===== config.mk =====
export PLATFORM = sky130hd
export DESIGN_NAME = hdma_ctrl
export DESIGN_NICKNAME = d
export VERILOG_FILES = /design/src/rtl/gb_pkg.sv /design/src/rtl/hdma_ctrl.sv
export SDC_FILE = /design/constraint.sdc
export NUM_CORES = 1
export LEC_CHECK = 0
export CAP_MARGIN = 20
export CORE_ASPECT_RATIO = 1.1
export CORE_MARGIN = 3
export CORE_UTILIZATION = 40
export CTS_CLUSTER_DIAMETER = 120
export DETAILED_ROUTE_END_ITERATION = 6
export PLACE_DENSITY = 0.75
export SLEW_MARGIN = 20
export SYNTH_ARGS = -nofsm -noshare
export SYNTH_HDL_FRONTEND = slang
export SYNTH_SLANG_ARGS = --single-unit

===== constraint.sdc =====
create_clock -name clk -period 5.2 [get_ports clk]
set_input_delay 0.78 -clock clk [delete_from_list [all_inputs] [get_ports clk]]
set_output_delay 0.78 -clock clk [all_outputs]
set_load 0.05 [all_outputs]

===== src/rtl/gb_pkg.sv =====
// Shared Game Boy definitions used by the video-side blocks.
// Contents: FF5x register offsets, PPU mode codes and the HDMA state encoding.
package gb_pkg;

  localparam logic [3:0] REG_HDMA1 = 4'h1;
  localparam logic [3:0] REG_HDMA2 = 4'h2;
  localparam logic [3:0] REG_HDMA3 = 4'h3;
  localparam logic [3:0] REG_HDMA4 = 4'h4;
  localparam logic [3:0] REG_HDMA5 = 4'h5;

  localparam logic [1:0] MODE_HBLANK   = 2'b00;
  localparam logic [1:0] MODE_VBLANK   = 2'b01;
  localparam logic [1:0] MODE_OAM      = 2'b10;
  localparam logic [1:0] MODE_TRANSFER = 2'b11;

  typedef enum logic [1:0] {IDLE, GDMA, HWAIT, HBLK} hdma_state_t;

  localparam int BLOCK_BYTES = 16;

endpackage


===== src/rtl/hdma_ctrl.sv =====
// CGB VRAM DMA controller (FF51-FF55): copies 16-byte blocks from the CPU bus into VRAM,
// either all at once (GDMA) or one block per HBlank (HDMA).
module hdma_ctrl
  import gb_pkg::*;
#(
  parameter int CLKS_PER_BYTE = 2
) (
  input  logic        clk,
  input  logic        reset,
  input  logic        cpu_sel_reg,
  input  logic [3:0]  cpu_addr,
  input  logic        cpu_wr,
  input  logic [7:0]  cpu_di,
  output logic [7:0]  cpu_do,
  input  logic [1:0]  mode,
  input  logic        lcd_on,
  output logic        cpu_stall,
  output logic        src_rd,
  output logic [15:0] src_addr,
  input  logic [7:0]  src_data,
  output logic        vram_wr,
  output logic [12:0] vram_addr,
  output logic [7:0]  vram_do
);

  localparam int PH_W = (CLKS_PER_BYTE > 2) ? $clog2(CLKS_PER_BYTE) : 1;
  localparam logic [PH_W-1:0] PH_LAST   = PH_W'(CLKS_PER_BYTE - 1);
  localparam logic [PH_W-1:0] PH_WRITE  = PH_W'(1);
  localparam logic [3:0]      BYTE_LAST = 4'(BLOCK_BYTES - 1);

  hdma_state_t     state, st_after;
  logic [15:0]     src_r, src_c;
  logic [12:0]     dst_r, dst_c;
  logic [6:0]      len, len_after;
  logic [1:0]      mode_q;
  logic            stop_q;
  logic [PH_W-1:0] phase;
  logic [3:0]      byte_cnt;

  logic active, byte_done, blk_end, hblank_edge;
  logic wr_reg, wr_len, start, stop_wait, stop_blk;

  assign active      = (state == GDMA) || (state == HBLK);
  assign byte_done   = active && (phase == PH_LAST);
  assign blk_end     = byte_done && (byte_cnt == BYTE_LAST);
  assign hblank_edge = (mode_q == MODE_TRANSFER) && (mode == MODE_HBLANK) && lcd_on;
  assign wr_reg      = cpu_sel_reg && cpu_wr;
  assign wr_len      = wr_reg && (cpu_addr == REG_HDMA5);

  // Block-end bookkeeping is resolved first so that an FF55 write in the same clk
  // is judged against the post-block state and overrides it.
  // NOTE: every always_comb output gets a default up front so no latch is inferred.
  always_comb begin
    st_after  = state;
    len_after = len;
    if (blk_end) begin
      len_after = len - 7'd1;
      if (len == 7'd0)        st_after = IDLE;
      else if (state == HBLK) st_after = stop_q ? IDLE : HWAIT;
    end else if ((state == HWAIT) && hblank_edge) begin
      st_after = HBLK;
    end
  end

  assign start     = wr_len && ((st_after == IDLE) ||
                                (((st_after == HWAIT) || (st_after == HBLK)) && cpu_di[7]));
  assign stop_wait = wr_len && !cpu_di[7] && (st_after == HWAIT);
  assign stop_blk  = wr_len && !cpu_di[7] && (st_after == HBLK);

  // NOTE: sequential state uses non-blocking assignments only; later assignments in
  // this block deliberately override earlier ones (stop/start beat block-end updates).
  always_ff @(posedge clk) begin
    if (reset) begin
      state    <= IDLE;
      src_r    <= 16'h0000;
      dst_r    <= 13'h0000;
      src_c    <= 16'h0000;
      dst_c    <= 13'h0000;
      len      <= 7'h7F;
      mode_q   <= MODE_HBLANK;
      stop_q   <= 1'b0;
      phase    <= '0;
      byte_cnt <= 4'd0;
    end else begin
      mode_q <= mode;
      if (wr_reg) begin
        case (cpu_addr)
          REG_HDMA1: src_r[15:8] <= cpu_di;
          REG_HDMA2: src_r[7:0]  <= {cpu_di[7:4], 4'h0};
          REG_HDMA3: dst_r[12:8] <= cpu_di[4:0];
          REG_HDMA4: dst_r[7:0]  <= {cpu_di[7:4], 4'h0};
          default: ;
        endcase
      end

      state <= st_after;
      len   <= len_after;
      if (active) begin
        phase <= byte_done ? '0 : phase + PH_W'(1);
        if (byte_done) begin
          src_c    <= src_c + 16'd1;
          dst_c    <= dst_c + 13'd1;
          byte_cnt <= byte_cnt + 4'd1;
        end
      end

      if (stop_blk)  stop_q <= 1'b1;
      if (stop_wait) state  <= IDLE;
      if (start) begin
        len      <= cpu_di[6:0];
        src_c    <= src_r;
        dst_c    <= dst_r;
        phase    <= '0;
        byte_cnt <= 4'd0;
        stop_q   <= 1'b0;
        if (!cpu_di[7])  state <= GDMA;
        else if (lcd_on) state <= HWAIT;
        else             state <= HBLK;
      end
    end
  end

  assign cpu_stall = active;
  assign src_rd    = active && (phase == '0);
  assign src_addr  = src_c;
  assign vram_wr   = active && (phase == PH_WRITE);
  assign vram_addr = dst_c;
  assign vram_do   = src_data;
  assign cpu_do    = (cpu_addr == REG_HDMA5) ? {(state == IDLE), len} : 8'hFF;

endmodule


==> run_results.csv <==
group,metric,value,unit
outcome,status,"completed",
finish,area_growth_syn_to_layout,23.6,%
cts,numCtsBuffers,9,
sta,fmax,288,MHz
worst_setup_path,worstPathMaxFanout,11,
grt,globalRouteOverflowTotal,0,
synth,synth.area.top_cells,"dfxtp_1 (41%), mux2i_1 (8.2%), xnor2_1 (7.4%), nor2_1 (7.0%), nand2_1 (3.4%)",
power_and_ir_drop,pwr_density_cell,250,nW/um^2
grt,grt_pass1_vias,2571,
placed_design,place_hpwl,5.57,mm
sta,fin_skew,11.9,ps
placed_design,gp_congestion,0.848,
synth,synthXorXnorAreaFrac,0.0980,
worst_setup_path,start_kind,"input pin",
routing,wl_per_cell,14.6,microns
worst_setup_path,crit_top_cell,"clkdlybuf4s50_1",
floorplanning,core-area,7960,sq um
grt,grt_max_degree,48,
synth,synth_top_area_share,0.406,
synth,yosys.area_share.adder,0.0151,
cts,clk_path_buf_depth,2,
floorplanning,die-area,9400,sq um
worst_setup_path,path_cells,"clkdlybuf4s50_1 -> and4bb_1 -> o21ai_0 -> clkdlybuf4s50_1",
sta,layout_min_cycle_time,3480,ps
power_and_ir_drop,p_leak,0.00158,uW
synth,synth_cell_types,45,
floorplanning,die_x,92.7,microns
worst_setup_path,critical_path_class,"in2out",
finish,instances_no_fill,527,
worst_hold_path,worstHoldStart,"byte_cnt[1]",
worst_setup_path,worst-path-buf-inv,2,
floorplanning,die_y,101,microns
worst_hold_path,hold_path_class,"reg2reg",
sta,slew_headroom,0.342,
synth,synth_top_area_cell,"dfxtp_1",
routing,dr.first_iter.drc_count,151,
cts,clk_pin_slew,70,ps
synth,synthArstFlopShare,0,
worst_setup_path,crit_family,"buffers and inverters",
run,drv_cap,0,
finish,final_nets,445,
routing,vias_per_cell,5.13,
synth,synth_compound_area_frac,0.101,
worst_setup_path,slowest_stage,"clkdlybuf4s50_1",
cts,cts_resized,0,
grt,grt_pass1_wl,12.6,mm
cts,cts_tree,"done",
cts,cts_hold_buf,0,
synth,synth_mux_area_frac,0.0817,
synth,syn_area,3310,sq um
routing,drc_errors,0,
routing,wl,7.70,mm
power_and_ir_drop,irDropWorstVdd,0.000123,V
finish,fin_area,4090,sq um
finish,layout-drive-gt1-share,0.0811,
finish,diodes,0,
synth,ys_seq_area_frac,0.406,
finish,fillers,765,
synth,yosys.area_share.simple,0.241,
synth,synth_top_family_by_area,"simple AND/OR/NAND/NOR gates",
floorplanning,start_util,0.416,
worst_setup_path,startpoint,"cpu_addr[0]",
power_and_ir_drop,fin_total_pwr,1020,uW
cts,htreeDepth,3,
worst_setup_path,endpoint_kind,"output pin",
synth,synth_flop_cell,"dfxtp_1",
sta,worstMarginPinSlew,983,ps
worst_setup_path,r2r_start,"len[0]",
synth,syn_inst,369,
cts,worstSkewPairLatency,360,ps
synth,yosys_warnings,0,
worst_setup_path,worstPathArrival,2700,ps
grt,antenna_found_initial,0,
synth,synth-edff-count,0,
sta,hold_viol_final,0,
cts,root_buffer,"clkbuf_8",
sta,whs,492,ps
sta,rsz0062_at_grt,"no",
routing,postRouteAntennaNets,0,
sta,min_period_over_period,0.669,
grt,track_usage,0.172,
placed_design,place_area,3890,sq um
cts,cts_setup_buffers,0,
floorplanning,io_pins,75,
floorplanning,rows,34,
sta,tns,0,ps
sta,finalSetupViolCount,0,
worst_setup_path,max_stage_delay,730,ps
placed_design,io_buffers,58,
routing,via_count,2706,
sta,slew_violations,0,
cts,cts.sinks,67,
worst_setup_path,r2r_slack,2440,ps
worst_setup_path,required,4420,ps
synth,synth_fp_nets,400,
placed_design,dp.cells,511,
synth,synth_area_per_cell,8.96,sq um
routing,first_pass_iters,4,
synth,ys_seq_elements,67,
==> layer usage <==
layer / track usage / part of all wire
met5: 0 / 0
met4: 0.100 / 0.030
met3: 0.0275 / 0.040
met2: 0.275 / 0.48
met1: 0.221 / 0.45
==> placed cells by master, fill, tap and decap left out, types with 4 or more instances in the layout <==
cell type	synthesis	final
inv_1	8	8
mux2i_1	27	27
a21oi_1	9	9
dfxtp_1	67	67
o21ai_0	5	5
nand3_1	11	11
a211oi_2	7	7
nand2b_1	6	6
nand2_1	30	30
xnor2_1	28	28
clkdlybuf4s50_1	0	58
and4_1	4	4
clkbuf_8	0	9
a211oi_1	12	12
nor3_1	10	10
ha_1	4	4
xor2_1	9	9
nor2_1	62	62
nand4_1	11	11
nor2b_1	5	5
==> worst register-to-register path: stages, from the launching register on <==
cell       delay [ps]
dfxtp_1           390
inv_1              80
ha_1              240
nor4b_2           190
a32oi_1           270
a2bb2oi_4         770
nand2_1           490
a21oi_1           260
==> area by class of cell <==
type | instances | area, sq um | share of cell area
inverter | 10 | 38.8 | 0.00949
clock inverter | 7 | 76.3 | 0.0187
sequential | 67 | 1340 | 0.328
clock buffer | 9 | 124 | 0.0303
multi-input combinational | 266 | 1780 | 0.435
timing repair buffer | 60 | 596 | 0.146
tap | 108 | 135 | 0.0330
==> metrics by stage <==
step | setup WS, ps | utilization
after floorplan | 2680 | -
after global placement | 1740 | 0.489
after detailed placement | 1670 | 0.489
after CTS | 1710 | 0.514
after global routing | 1640 | 0.514
final | 1720 | 0.514
==> where the power goes <==
group | internal (uW) | total (uW) | leakage (uW) | switching, uW
sequential | 518 | 522 | 0.000541 | 4.76
combinational | 25.1 | 58.9 | 0.000940 | 33.8
clock | 224 | 442 | 0.0000962 | 218
==> cells in the mapped netlist, types with 4 or more instances <==
library cell / count
dfxtp_1: 67
nor3_1: 10
buf_2: 8
nand4_1: 11
inv_1: 8
mux2i_1: 27
nand2_1: 30
xor2_1: 9
nor2b_1: 5
xnor2_1: 28
nand2b_1: 6
and4_1: 4
clkbuf_1: 7
a211oi_1: 12
a21oi_1: 9
buf_4: 11
o21ai_0: 5
a211oi_2: 7
nor2_1: 62
ha_1: 4
nand3_1: 11
==> logic make-up (layout without fill, tap and decap cells) <==
kind of cell / after synthesis / in the layout
XOR/XNOR: 37 / 37
adder cells (fa/ha/maj): 4 / 4
AO/OA/AOI/OAI: 41 / 41
AND/OR/NAND/NOR: 157 / 157
multiplexers: 27 / 27
flip-flops: 67 / 67
buffers and inverters: 36 / 86
==> worst paths after layout <==
path              depth (start not counted)          end
hold reg to reg                           2  byte_cnt[1]
hold / removal                            2  byte_cnt[1]
setup reg to reg                          7  src_addr[1]
setup / recovery                          4    cpu_do[7]
==> sequential cells by signal, summed over array words and instances, names as in the netlist <==
| name | cells |
|---|---|
| byte_cnt | 4 |
| dst_r | 9 |
| len | 7 |
| mode_q | 2 |
| phase | 1 |
| src_addr | 16 |
| src_r | 12 |
| state | 2 |
| stop_q | 1 |
| vram_addr | 13 |
Power figures use the tool's default switching activity.
